--- config.mk ---
export PLATFORM = sky130hd
export DESIGN_NAME = param_sync_fifo_flat
export DESIGN_NICKNAME = d
export VERILOG_FILES = /design/src/rtl/param_sync_fifo_if.sv /design/src/rtl/param_sync_fifo.sv /design/src/flat_wrapper.sv
export SDC_FILE = /design/constraint.sdc
export NUM_CORES = 1
export LEC_CHECK = 0
export ABC_AREA = 1
export CELL_PAD_IN_SITES_DETAIL_PLACEMENT = 1
export CELL_PAD_IN_SITES_GLOBAL_PLACEMENT = 2
export CORE_MARGIN = 8
export CORE_UTILIZATION = 39
export DETAILED_ROUTE_END_ITERATION = 10
export HOLD_SLACK_MARGIN = 0.05
export PLACE_DENSITY_LB_ADDON = 0.25
export SLEW_MARGIN = 5
export SYNTH_ARGS = -nofsm -noshare
export SYNTH_HDL_FRONTEND = slang
export SYNTH_SLANG_ARGS = --single-unit
export TNS_END_PERCENT = 10
--- constraint.sdc ---
create_clock -name clk -period 3.5 [get_ports clk]
set_input_delay 0.525 -clock clk [delete_from_list [all_inputs] [get_ports clk]]
set_output_delay 0.525 -clock clk [all_outputs]
set_load 0.01 [all_outputs]
--- src/rtl/param_sync_fifo_if.sv ---
// Handshake/status bundle for param_sync_fifo. The FIFO uses the slave
// modport and the producer/consumer side uses the master modport.
interface param_sync_fifo_if #(
  parameter int DATA_WIDTH = 32,
  parameter int DEPTH      = 8
);
  logic                     cs;
  logic                     wr_en;
  logic                     rd_en;
  logic                     flush;
  logic                     clr_err;
  logic [DATA_WIDTH-1:0]    data_in;
  logic [DATA_WIDTH-1:0]    data_out;
  logic [$clog2(DEPTH):0]   count;
  logic                     full;
  logic                     empty;
  logic                     almost_full;
  logic                     almost_empty;
  logic                     overflow;
  logic                     underflow;

  modport master (
    output cs, wr_en, rd_en, flush, clr_err, data_in,
    input  data_out, count, full, empty, almost_full, almost_empty,
           overflow, underflow
  );

  modport slave (
    input  cs, wr_en, rd_en, flush, clr_err, data_in,
    output data_out, count, full, empty, almost_full, almost_empty,
           overflow, underflow
  );
endinterface

--- src/rtl/param_sync_fifo.sv ---
// Parameterised synchronous FIFO with wrap-parity pointers, occupancy count,
// sticky overflow/underflow flags and optional first-word-fall-through output.
module param_sync_fifo #(
  parameter int DATA_WIDTH = 32,
  parameter int DEPTH      = 8,
  parameter int FWFT       = 0,
  parameter int AF_LEVEL   = DEPTH - 2,
  parameter int AE_LEVEL   = 2
) (
  input  logic                  clk,
  input  logic                  rst_n,
  param_sync_fifo_if.slave      bus
);
  localparam int AW = $clog2(DEPTH);
  localparam int PW = AW + 1;
  localparam logic [PW-1:0] PTR_ONE  = {{AW{1'b0}}, 1'b1};
  localparam logic [PW-1:0] DEPTH_C  = PW'(DEPTH);
  localparam logic [PW-1:0] AF_C     = PW'(AF_LEVEL);
  localparam logic [PW-1:0] AE_C     = PW'(AE_LEVEL);

  logic [DATA_WIDTH-1:0] r_mem [DEPTH];
  logic [PW-1:0]         r_wr_ptr;
  logic [PW-1:0]         r_rd_ptr;
  logic [PW-1:0]         r_count;
  logic                  r_ovf;
  logic                  r_unf;

  logic                  w_full;
  logic                  w_empty;
  logic                  w_flush;
  logic                  w_clr;
  logic                  w_wr_acc;
  logic                  w_rd_acc;
  logic                  w_ovf_set;
  logic                  w_unf_set;
  logic [AW-1:0]         w_wr_idx;
  logic [AW-1:0]         w_rd_idx;

  assign w_full    = (r_count == DEPTH_C);
  assign w_empty   = (r_count == {PW{1'b0}});
  assign w_flush   = bus.cs & bus.flush;
  assign w_clr     = bus.cs & bus.clr_err;
  // Flush overrides any same-cycle transfer, including the memory write.
  assign w_wr_acc  = bus.cs & bus.wr_en & ~w_full  & ~w_flush;
  assign w_rd_acc  = bus.cs & bus.rd_en & ~w_empty & ~w_flush;
  assign w_ovf_set = bus.cs & bus.wr_en & w_full;
  assign w_unf_set = bus.cs & bus.rd_en & w_empty;
  assign w_wr_idx  = r_wr_ptr[AW-1:0];
  assign w_rd_idx  = r_rd_ptr[AW-1:0];

  assign bus.count        = r_count;
  assign bus.full         = w_full;
  assign bus.empty        = w_empty;
  assign bus.almost_full  = (r_count >= AF_C);
  assign bus.almost_empty = (r_count <= AE_C);
  assign bus.overflow     = r_ovf;
  assign bus.underflow    = r_unf;

  // Storage array; deliberately not reset so a reset only abandons contents.
  always_ff @(posedge clk) begin
    if (w_wr_acc) begin
      r_mem[w_wr_idx] <= bus.data_in;
    end
  end

  // Pointers and occupancy.
  always_ff @(posedge clk or negedge rst_n) begin
    if (!rst_n) begin
      r_wr_ptr <= {PW{1'b0}};
      r_rd_ptr <= {PW{1'b0}};
      r_count  <= {PW{1'b0}};
    end else if (w_flush) begin
      r_wr_ptr <= {PW{1'b0}};
      r_rd_ptr <= {PW{1'b0}};
      r_count  <= {PW{1'b0}};
    end else begin
      r_wr_ptr <= w_wr_acc ? (r_wr_ptr + PTR_ONE) : r_wr_ptr;
      r_rd_ptr <= w_rd_acc ? (r_rd_ptr + PTR_ONE) : r_rd_ptr;
      case ({w_wr_acc, w_rd_acc})
        2'b10:   r_count <= r_count + PTR_ONE;
        2'b01:   r_count <= r_count - PTR_ONE;
        default: r_count <= r_count;
      endcase
    end
  end

  // Sticky error flags: a coincident set condition beats clr_err.
  always_ff @(posedge clk or negedge rst_n) begin
    if (!rst_n) begin
      r_ovf <= 1'b0;
      r_unf <= 1'b0;
    end else begin
      if (w_ovf_set)  r_ovf <= 1'b1;
      else if (w_clr) r_ovf <= 1'b0;
      else            r_ovf <= r_ovf;
      if (w_unf_set)  r_unf <= 1'b1;
      else if (w_clr) r_unf <= 1'b0;
      else            r_unf <= r_unf;
    end
  end

  generate
    if (FWFT != 0) begin : g_fwft
      assign bus.data_out = w_empty ? {DATA_WIDTH{1'b0}} : r_mem[w_rd_idx];
    end else begin : g_std
      logic [DATA_WIDTH-1:0] r_dout;
      // Registered read port: loads only on an accepted read.
      always_ff @(posedge clk or negedge rst_n) begin
        if (!rst_n) begin
          r_dout <= {DATA_WIDTH{1'b0}};
        end else if (w_rd_acc) begin
          r_dout <= r_mem[w_rd_idx];
        end else begin
          r_dout <= r_dout;
        end
      end
      assign bus.data_out = r_dout;
    end
  endgenerate
endmodule
--- src/flat_wrapper.sv ---
// flat-port wrapper written by rule: the top's interface ports become plain ports
module param_sync_fifo_flat 
#(
  parameter int DATA_WIDTH = 32,
  parameter int DEPTH      = 8,
  parameter int FWFT       = 0,
  parameter int AF_LEVEL   = DEPTH - 2,
  parameter int AE_LEVEL   = 2
)
  (clk, rst_n, bus_cs, bus_wr_en, bus_rd_en, bus_flush, bus_clr_err, bus_data_in, bus_data_out, bus_count, bus_full, bus_empty, bus_almost_full, bus_almost_empty, bus_overflow, bus_underflow);
  param_sync_fifo_if #(.DATA_WIDTH(DATA_WIDTH), .DEPTH(DEPTH)) bus_i ();
  input  logic clk;
  input  logic rst_n;
  input wire logic [$bits(bus_i.cs)-1:0] bus_cs;
  input wire logic [$bits(bus_i.wr_en)-1:0] bus_wr_en;
  input wire logic [$bits(bus_i.rd_en)-1:0] bus_rd_en;
  input wire logic [$bits(bus_i.flush)-1:0] bus_flush;
  input wire logic [$bits(bus_i.clr_err)-1:0] bus_clr_err;
  input wire logic [$bits(bus_i.data_in)-1:0] bus_data_in;
  output wire logic [$bits(bus_i.data_out)-1:0] bus_data_out;
  output wire logic [$bits(bus_i.count)-1:0] bus_count;
  output wire logic [$bits(bus_i.full)-1:0] bus_full;
  output wire logic [$bits(bus_i.empty)-1:0] bus_empty;
  output wire logic [$bits(bus_i.almost_full)-1:0] bus_almost_full;
  output wire logic [$bits(bus_i.almost_empty)-1:0] bus_almost_empty;
  output wire logic [$bits(bus_i.overflow)-1:0] bus_overflow;
  output wire logic [$bits(bus_i.underflow)-1:0] bus_underflow;
  assign bus_i.cs = bus_cs;
  assign bus_i.wr_en = bus_wr_en;
  assign bus_i.rd_en = bus_rd_en;
  assign bus_i.flush = bus_flush;
  assign bus_i.clr_err = bus_clr_err;
  assign bus_i.data_in = bus_data_in;
  assign bus_data_out = bus_i.data_out;
  assign bus_count = bus_i.count;
  assign bus_full = bus_i.full;
  assign bus_empty = bus_i.empty;
  assign bus_almost_full = bus_i.almost_full;
  assign bus_almost_empty = bus_i.almost_empty;
  assign bus_overflow = bus_i.overflow;
  assign bus_underflow = bus_i.underflow;
  param_sync_fifo #(.DATA_WIDTH(DATA_WIDTH), .DEPTH(DEPTH), .FWFT(FWFT), .AF_LEVEL(AF_LEVEL), .AE_LEVEL(AE_LEVEL)) u_core (.clk(clk), .rst_n(rst_n), .bus(bus_i));
endmodule
; Word-level counts from Yosys, hierarchy flattened
; Memories as Yosys holds them, arrays and structs flattened. A register that Yosys moved wholly into a read port is not among the register bits.
; Cells that the tools add are included.
[totals]
input_bits = 39
wordCells = 46
n_memories = 1
output_inout_bits = 42
mem_bits_rw = 256
regBits = 14
[op_classes]
n_bitwise = 13
n_eq_ne = 3
n_addsub = 4
n_lt_le_gt_ge = 2
muxes = 11
n_reduce_logical = 7
[memory_table]
columns = name, depth, width, read_ports, rd_clocked_by_memory_dff, write_ports, line
row1 = u_core.r_mem, 8, 32, 1, 1, 1, param_sync_fifo.sv:21  ; logic [DATA_WIDTH-1:0] r_mem [DEPTH];
[op_table]
columns = cell, n
row1 = $mux W4, 5
row2 = $add A4 B1 Y4 const B, 3
row3 = $and A1 B1 Y1, 10
row4 = $pmux W4 S2, 1
row5 = $reduce_bool A2 Y1, 4
row6 = $mux W1, 5
row7 = $eq A4 B4 Y1 const B, 1
row8 = $ge A4 B3 Y1 const B, 1
row9 = $le A4 B2 Y1 const B, 1
row10 = $logic_not A4 Y1, 1
row11 = $sub A4 B1 Y4 const B, 1
row12 = $not A1 Y1, 3
row13 = $reduce_bool A3 Y1, 1
row14 = $eq A2 B1 Y1 const B, 1
row15 = $eq A2 B2 Y1 const B, 1
row16 = $logic_not A1 Y1, 1

; Longest topological paths before layout
; Gate-level depths: netlist of run 1.
[depth]
depth_word = 7
ltp_mapped = 14
mapped_depth_nobuf = 14

; Worst setup path after synthesis of run 1
; OpenSTA, ideal clock, no wires.
[synth_path]
path_type = register to register
start = register u_core.r_count[1], in the netlist u_core.bus.count[1]
end = memory u_core.r_mem[0][0], enable pin
t_arrival_ps = 2395
path_slack_ps = 684
path_buffers = 0
period_less_slack_ps = 2816
path_stages_with_launch = 7
cell_sequence = dfrtp_1 -> nor2_1 -> nand3_1 -> nand2_1 -> nor2_1 -> nand2_1 -> nor2_1
[synth_via]
elab_chain_len = 6
[synth_lines]
columns = element, line
row1 = start: declaration, param_sync_fifo.sv:24  ; logic [PW-1:0] r_count;
row2 = start signal: assignment, param_sync_fifo.sv:71  ; r_count <= {PW{1'b0}};
row3 = start signal: assignment, param_sync_fifo.sv:75  ; r_count <= {PW{1'b0}};
row4 = start signal: assignment, param_sync_fifo.sv:80  ; 2'b10: r_count <= r_count + PTR_ONE;
row5 = $eq A4 B4 Y1, param_sync_fifo.sv:39  ; assign w_full = (r_count == DEPTH_C);
row6 = $not A1 Y1, param_sync_fifo.sv:44  ; assign w_wr_acc = bus.cs & bus.wr_en & ~w_full & ~w_flush;
row7 = $and A1 B1 Y1 (2 in a row), param_sync_fifo.sv:44
row8 = $mux W1, param_sync_fifo.sv:61  ; if (w_wr_acc) begin
row9 = $mux W1 (implied by the code), param_sync_fifo.sv:62  ; r_mem[w_wr_idx] <= bus.data_in;
row10 = end: declaration, param_sync_fifo.sv:21
; No other way between the ends.

; Final worst setup path of run 1
[layout_path]
start = register u_core.r_count[1], in the netlist u_core.bus.count[1]
end = output port bus_full
[layout_via]
elab_chain_len = 1
[layout_lines]
columns = element, line
row1 = $eq A4 B4 Y1, param_sync_fifo.sv:39
row2 = end: declaration, flat_wrapper.sv:22  ; output wire logic [$bits(bus_i.full)-1:0] bus_full;
; No other way between the ends.

==> results of run 1 <==
==> worst max-delay path: cells and delay by family, from the launching register on <==
kind	cells	cell delay, ps
flip-flops	1	460
buffers and inverters	2	620
AND/OR/NAND/NOR	2	350
==> cell type report <==
type                    count  area [sq um]
clock buffers              50         994.7
multi-input cells         654          2880
clock inverters            12         108.9
flip-flops and latches    300          8793
fillers                  3499         17120
well taps                 442         553.0
repair buffers            104          1026
inverters                 216         813.3
==> state kept, by name, indices dropped and copies added, names as in the netlist <==
register and count:
u_core.bus.overflow 1, u_core.r_rd_ptr 3, u_core.bus.underflow 1, u_core.bus.count 4, u_core.r_mem 256, u_core.r_wr_ptr 3, u_core.bus.data_out 32
==> report_power, final <==
group / internal (mW) / switching (mW)
logic: 0.873 / 1.42
registers: 4.14 / 0.192
clock network: 2.12 / 1.39
==> layer usage <==
metal | vias up | part of all wire, %
met3 | 39 | 2.8
met5 | - | 0
met4 | 0 | 2.0
met1 | 4218 | 46
li1 | 4087 | -
met2 | 109 | 49
==> cell usage after synthesis, drive strengths merged <==
library cell    n  area share, %
and2            1          0.049
xnor2           2           0.14
dfrtp          44            8.7
clkbuf          8           0.24
edfxtp        256             61
nand3         200            7.9
xor2            2           0.14
buf            47            2.0
inv           216            6.4
nor2           15           0.59
nand2         416             12
o22ai           1          0.049
o21ai          11           0.43
ha              6           0.59
==> worst max-delay path by stage <==
stage                              startpoint                   to  slack [ps]  cells after the start
after global placement                 bus_cs   u_core.r_mem[4][2]         650                      8
after floorplan           u_core.bus.count[1]   u_core.r_mem[0][0]         680                      6
final                     u_core.bus.count[1]             bus_full        1050                      4
after CTS                 u_core.bus.count[1]             bus_full        1000                      4
after global routing      u_core.bus.count[1]  u_core.bus.count[3]         860                     14
after detailed placement               bus_cs  u_core.r_mem[4][31]         590                      8
==> cells by family (layout without fill, tap and decap cells) <==
group / after synthesis / in the layout / share of synthesized area (%)
XOR/XNOR: 4 / 4 / 0.2759
flip-flops: 300 / 300 / 69.20
AO/OA/AOI/OAI: 12 / 12 / 0.4827
buffers and inverters: 271 / 382 / 8.600
AND/OR/NAND/NOR: 632 / 632 / 20.86
adder cells (fa/ha/maj): 6 / 6 / 0.5911
==> results.tsv, run 1 <==
stage	metric	value	unit
timing	finalCritPeriodShare	70.04	%
placed_design	postPlaceCellArea	0.01407	sq mm
timing	hold_violations	0	
routing	post-route-drc-count	0	
global_routing	grt-busiest-layer	met2	
clocking	cts_buffers	34	
logic_synthesis	synth.avg_cell_area	10.37	sq um
global_routing	use_met1	22.41	%
timing	slew_viol_final	0	
floorplan	die_h	196.5	um
clocking	cts_max_level	2	
placed_design	dp.cells	1716	
clocking	cts-resized-gates	0	
timing	worst_clock_skew	9.837	ps
setup_path	crit_type	reg2out	
run	cap_violations	0	
final_layout	final_common_cell	nand2_1	
timing	slew_headroom	42.02	%
global_routing	grt_overflow_total	0	
setup_path	cp_max_fo	7	
floorplan	rows	66	
floorplan	io_pins	81	
clocking	cts_setup_buffers	0	
setup_path	critPathArrivalTime	1930	ps
logic_synthesis	synth_seq_area_share	69.20	%
logic_synthesis	syn_area	0.01270	sq mm
routing	drt_iter0_markers	417	
timing	setup_slack	1049	ps
final_layout	layout_common_cells	414 x nand2_1, 256 x edfxtp_1, 213 x inv_1	
global_routing	grt_use_total	17.34	%
final_layout	drive_above_1_share	6.587	%
final_layout	final_util	46.98	%
logic_synthesis	syn_inst	1225	
setup_path	critPathLaunchType	register	
logic_synthesis	yosys_register_bits	300	
floorplan	die_w	196.5	um
clocking	clockBufferDepth	3	
clocking	cts_tree	yes	
placed_design	gp_congestion	0.7147	
setup_path	critical_path.endpoint_type	output pin	
clocking	hold_buffers	0	
global_routing	grt_util_met3	2.575	%
logic_synthesis	synth_fp_nets	1270	
timing	rsz0062_at_grt	false	
power	power_density	667.8	mW/mm^2
timing	fin_crit	2451	ps
timing	fin_setup_tns	0	ps
global_routing	antenna_found_initial	0	
final_layout	final_cells	1778	
setup_path	required	2970	ps
status	status	complete, no violations	
routing	first_pass_iters	5	
routing	drt-wirelength-per-cell	18.44	um
setup_path	cpMaxStageDelayCell	clkdlybuf4s50_1	
logic_synthesis	synth_warnings	0	
global_routing	first_global_vias	9084	
timing	max_freq	0.4080	GHz
routing	wirelength	32790	um
global_routing	gr-usage-met2	30.15	%
final_layout	syn_to_final_growth	19.44	%
setup_path	timing.rr.end	u_core.r_mem[4][26]	
power	leakage	6.493	nW
global_routing	grt_pass1_wl	52390	um
routing	vias_per_cell	4.754	
setup_path	r2r_setup_slack	1100	ps
global_routing	grt_max_degree	53	
power	peakVddDrop	0.3352	mV
clocking	clk_pin_slew	60	ps
final_layout	layout.nets	1355	
setup_path	r2r_start	u_core.bus.count[1]	
clocking	clk_latency	510	ps
final_layout	stdcell_area	0.01517	sq mm
setup_path	reg2reg_depth	7	
floorplan	core-area	0.03229	sq mm
min_path	hp-class	in2async	
final_layout	n_antenna_cell	0	
placed_design	place_ws	587.3	ps
clocking	root_buffer	clkbuf_16	
placed_design	dp_hpwl	19930	um
power	finalPower	10.13	mW
floorplan	start_util	39.34	%
clocking	cts.sinks	300	
routing	antenna_left	0	
setup_path	cp_slowest_stage_delay	530	ps
logic_synthesis	synth_cell_types	21	
placed_design	port_buffers	80	
floorplan	die-area	0.03860	sq mm
routing	vias	8453	
timing	finalSetupViolations	0	
timing	holdWs	100.9	ps
timing	tightest_slew	868.8	ps
setup_path	path_cells	nor2_1 -> nand3_1 -> inv_1 -> clkdlybuf4s50_1	
(Power assumes the default switching activity.)
==> inputs of run 2 (changes only) <==
--- a/config.mk
+++ b/config.mk
@@ -9,7 +9,7 @@
 export CELL_PAD_IN_SITES_DETAIL_PLACEMENT = 1
 export CELL_PAD_IN_SITES_GLOBAL_PLACEMENT = 2
 export CORE_MARGIN = 8
-export CORE_UTILIZATION = 39
+export CORE_UTILIZATION = 35
 export DETAILED_ROUTE_END_ITERATION = 10
 export HOLD_SLACK_MARGIN = 0.05
 export PLACE_DENSITY_LB_ADDON = 0.25
==> constraint.sdc (replaced) <==
create_clock -name clk -period 2.2 [get_ports clk]
set_input_delay 0.33 -clock clk [delete_from_list [all_inputs] [get_ports clk]]
set_output_delay 0.33 -clock clk [all_outputs]
set_load 0.01 [all_outputs]
==> run 2 against run 1 <==
Effect of this change: utilization down 3.0 points; routed wire length is 1.2% higher; combinational power grew 71%; highest routed layer unchanged; hold slack better by 290 ps; critical path type unchanged; final cell count is 2.8% higher; non-clock buffer count increased by 29; die area up 10%.
==> results.tsv, run 2 (same netlist as run 1, synthesis figures left out) <==
stage	metric	value	unit	change
status	status	complete, no violations		
power	power_density	1049	mW/mm^2	+57%
floorplan	start_util	35.62	%	-3.7 points
clocking	cts_max_level	2		unchanged
timing	tightest_slew	680.7	ps	-188.1 ps
floorplan	io_pins	81		unchanged
clocking	cts_tree	yes		
power	p_clk_share	34.7	%	about the same
power	p_int	11.67	mW	+64%
timing	max_freq	0.4825	GHz	
timing	finalCritPeriodShare	94.20	%	
placed_design	dp_hpwl	20290	um	+1.8%
power	combPwrFrac	24.0	%	+1.3 points
routing	first_pass_iters	4		-1
final_layout	largest_reg_flops	256		unchanged
global_routing	grt_pass1_wl	53480	um	+2.1%
power	switching_share	29.10	%	-0.53 points
placed_design	place_ws	-180.7	ps	-768.0 ps
final_layout	final_common_cell	nand2_1		
setup_path	critPathArrivalTime	1740	ps	-190 ps
routing	drt_iter0_markers	275		-34%
floorplan	core-area	0.03566	sq mm	+10%
global_routing	antenna_found_initial	0		unchanged
timing	holdWs	386.9	ps	+286.1 ps
global_routing	grt_use_total	16.25	%	-1.1 points
timing	setup_slack	127.7	ps	-921.1 ps
final_layout	final_util	43.99	%	-3.0 points
clocking	clk_pin_slew	50	ps	about the same
power	finalPower	16.46	mW	+62%
timing	rsz0062_at_grt	false		
setup_path	critical_path.endpoint_type	output pin		
final_layout	max_flop_register	u_core.r_mem		
clocking	cts.sinks	300		unchanged
final_layout	layout_common_cells	414 x nand2_1, 256 x edfxtp_1, 212 x inv_1		
setup_path	crit_type	reg2out		
global_routing	first_global_vias	9402		+3.5%
placed_design	gp_congestion	0.7154		about the same
setup_path	critPathLaunchType	register		
timing	slew_viol_final	0		unchanged
min_path	hp-class	in2async		
routing	antenna_left	0		unchanged
power	power_switching	4.790	mW	+60%
clocking	clockBufferDepth	3		unchanged
timing	fin_crit	2072	ps	
final_layout	drive_above_1_share	9.004	%	+2.4 points
floorplan	die_h	206.5	um	+5.1%
power	leakage	6.734	nW	+3.7%
power	p_seq_share	41.4	%	-1.3 points
routing	vias_per_cell	4.693		-1.3%
timing	hold_violations	0		unchanged
final_layout	syn_to_final_growth	23.49	%	
floorplan	die_w	206.5	um	+5.1%
timing	slew_headroom	54.62	%	+13 points
clocking	root_buffer	clkbuf_16		
setup_path	cp_max_fo	3		-4
routing	vias	8579		+1.5%
timing	finalSetupViolations	0		unchanged
routing	post-route-drc-count	0		unchanged
run	cap_violations	0		unchanged
timing	worst_clock_skew	10.03	ps	+0.1921 ps
clocking	cts_buffers	36		+5.9%
routing	drt-wirelength-per-cell	18.15	um	-1.6%
floorplan	rows	69		+4.5%
clocking	clk_latency	510	ps	about the same
power	peakVddDrop	0.4785	mV	+43%
routing	wirelength	33180	um	+1.2%
final_layout	layout.nets	1386		+2.3%
global_routing	grt_max_degree	95		+79%
timing	fin_setup_tns	0	ps	unchanged
floorplan	die-area	0.04264	sq mm	+10%
final_layout	nFillCells	3893		+11%
global_routing	grt_overflow_total	0		unchanged
setup_path	required	1870	ps	-1100 ps
placed_design	port_buffers	80		unchanged
==> run 2: per-layer routing <==
metal	GRT usage [%]	vias to the layer above	part of all wire, %
li1	-	4164	-
met1	20.63	4258	45
met2	28.86	117	50
met3	2.712	40	3.9
met4	3.290	0	1.4
met5	0	-	0
==> run 2: cell type report <==
type,instances,area (sq um),area share [%]
inverter,216,813.3,5.185
antenna,1,2.502,0.01595
sequential,300,8797,56.09
tap,461,576.8,3.677
timing repair buffer,133,1451,9.253
multi-input combinational,654,2905,18.52
clock inverter,7,81.33,0.5185
clock buffer,56,1057,6.741
==> run 2: path summary, 6_finish.rpt <==
kind                                         startpoint                       to  slack (ps)  cells after the start
worst min register to register  u_core.bus.data_out[15]  u_core.bus.data_out[15]         470                      2
worst max-delay path                u_core.bus.count[1]                 bus_full         130                      4
worst max register to register      u_core.bus.count[2]      u_core.bus.count[2]         170                     10
max in group asynchronous                         rst_n   u_core.bus.data_out[9]        1220                      3
min in group clk                              bus_wr_en      u_core.bus.overflow         430                      3
worst min-delay path                              rst_n      u_core.bus.overflow         390                      2
==> run 2: timing repair <==
item,in CTS,in global routing
setup buffers,0,2
resized for setup,3,7
hold buffers,1,0
hold endpoints to repair,20,0
setup endpoints to repair,3,6
==> run 2: power groups by stage <==
| stage | combinational (mW) | sequential, mW | clock, mW |
|---|---|---|---|
| after floorplan | 2.02 | 7.02 | 0 |
| after global placement | 3.99 | 6.92 | 0 |
| after detailed placement | 4.04 | 6.92 | 0 |
| after CTS | 4.07 | 6.82 | 5.85 |
| after global routing | 4.46 | 6.87 | 6.05 |
| final | 3.94 | 6.81 | 5.70 |
==> run 2: through the flow <==
step / cells / cell area [sq um]
3_3_place_gp: 1761 / 14490
3_5_place_dp: 1761 / 14490
6_report: 1828 / 15690
2_1_floorplan: 1225 / 12720
4_1_cts: 1825 / 15640
5_1_grt: 1827 / 15680
==> run 2: critical path: stages (launching register included) <==
cell	delay [ps]
dfrtp_1	400
nor2_4	140
nand3_2	100
inv_1	70
clkdlybuf4s50_1	530
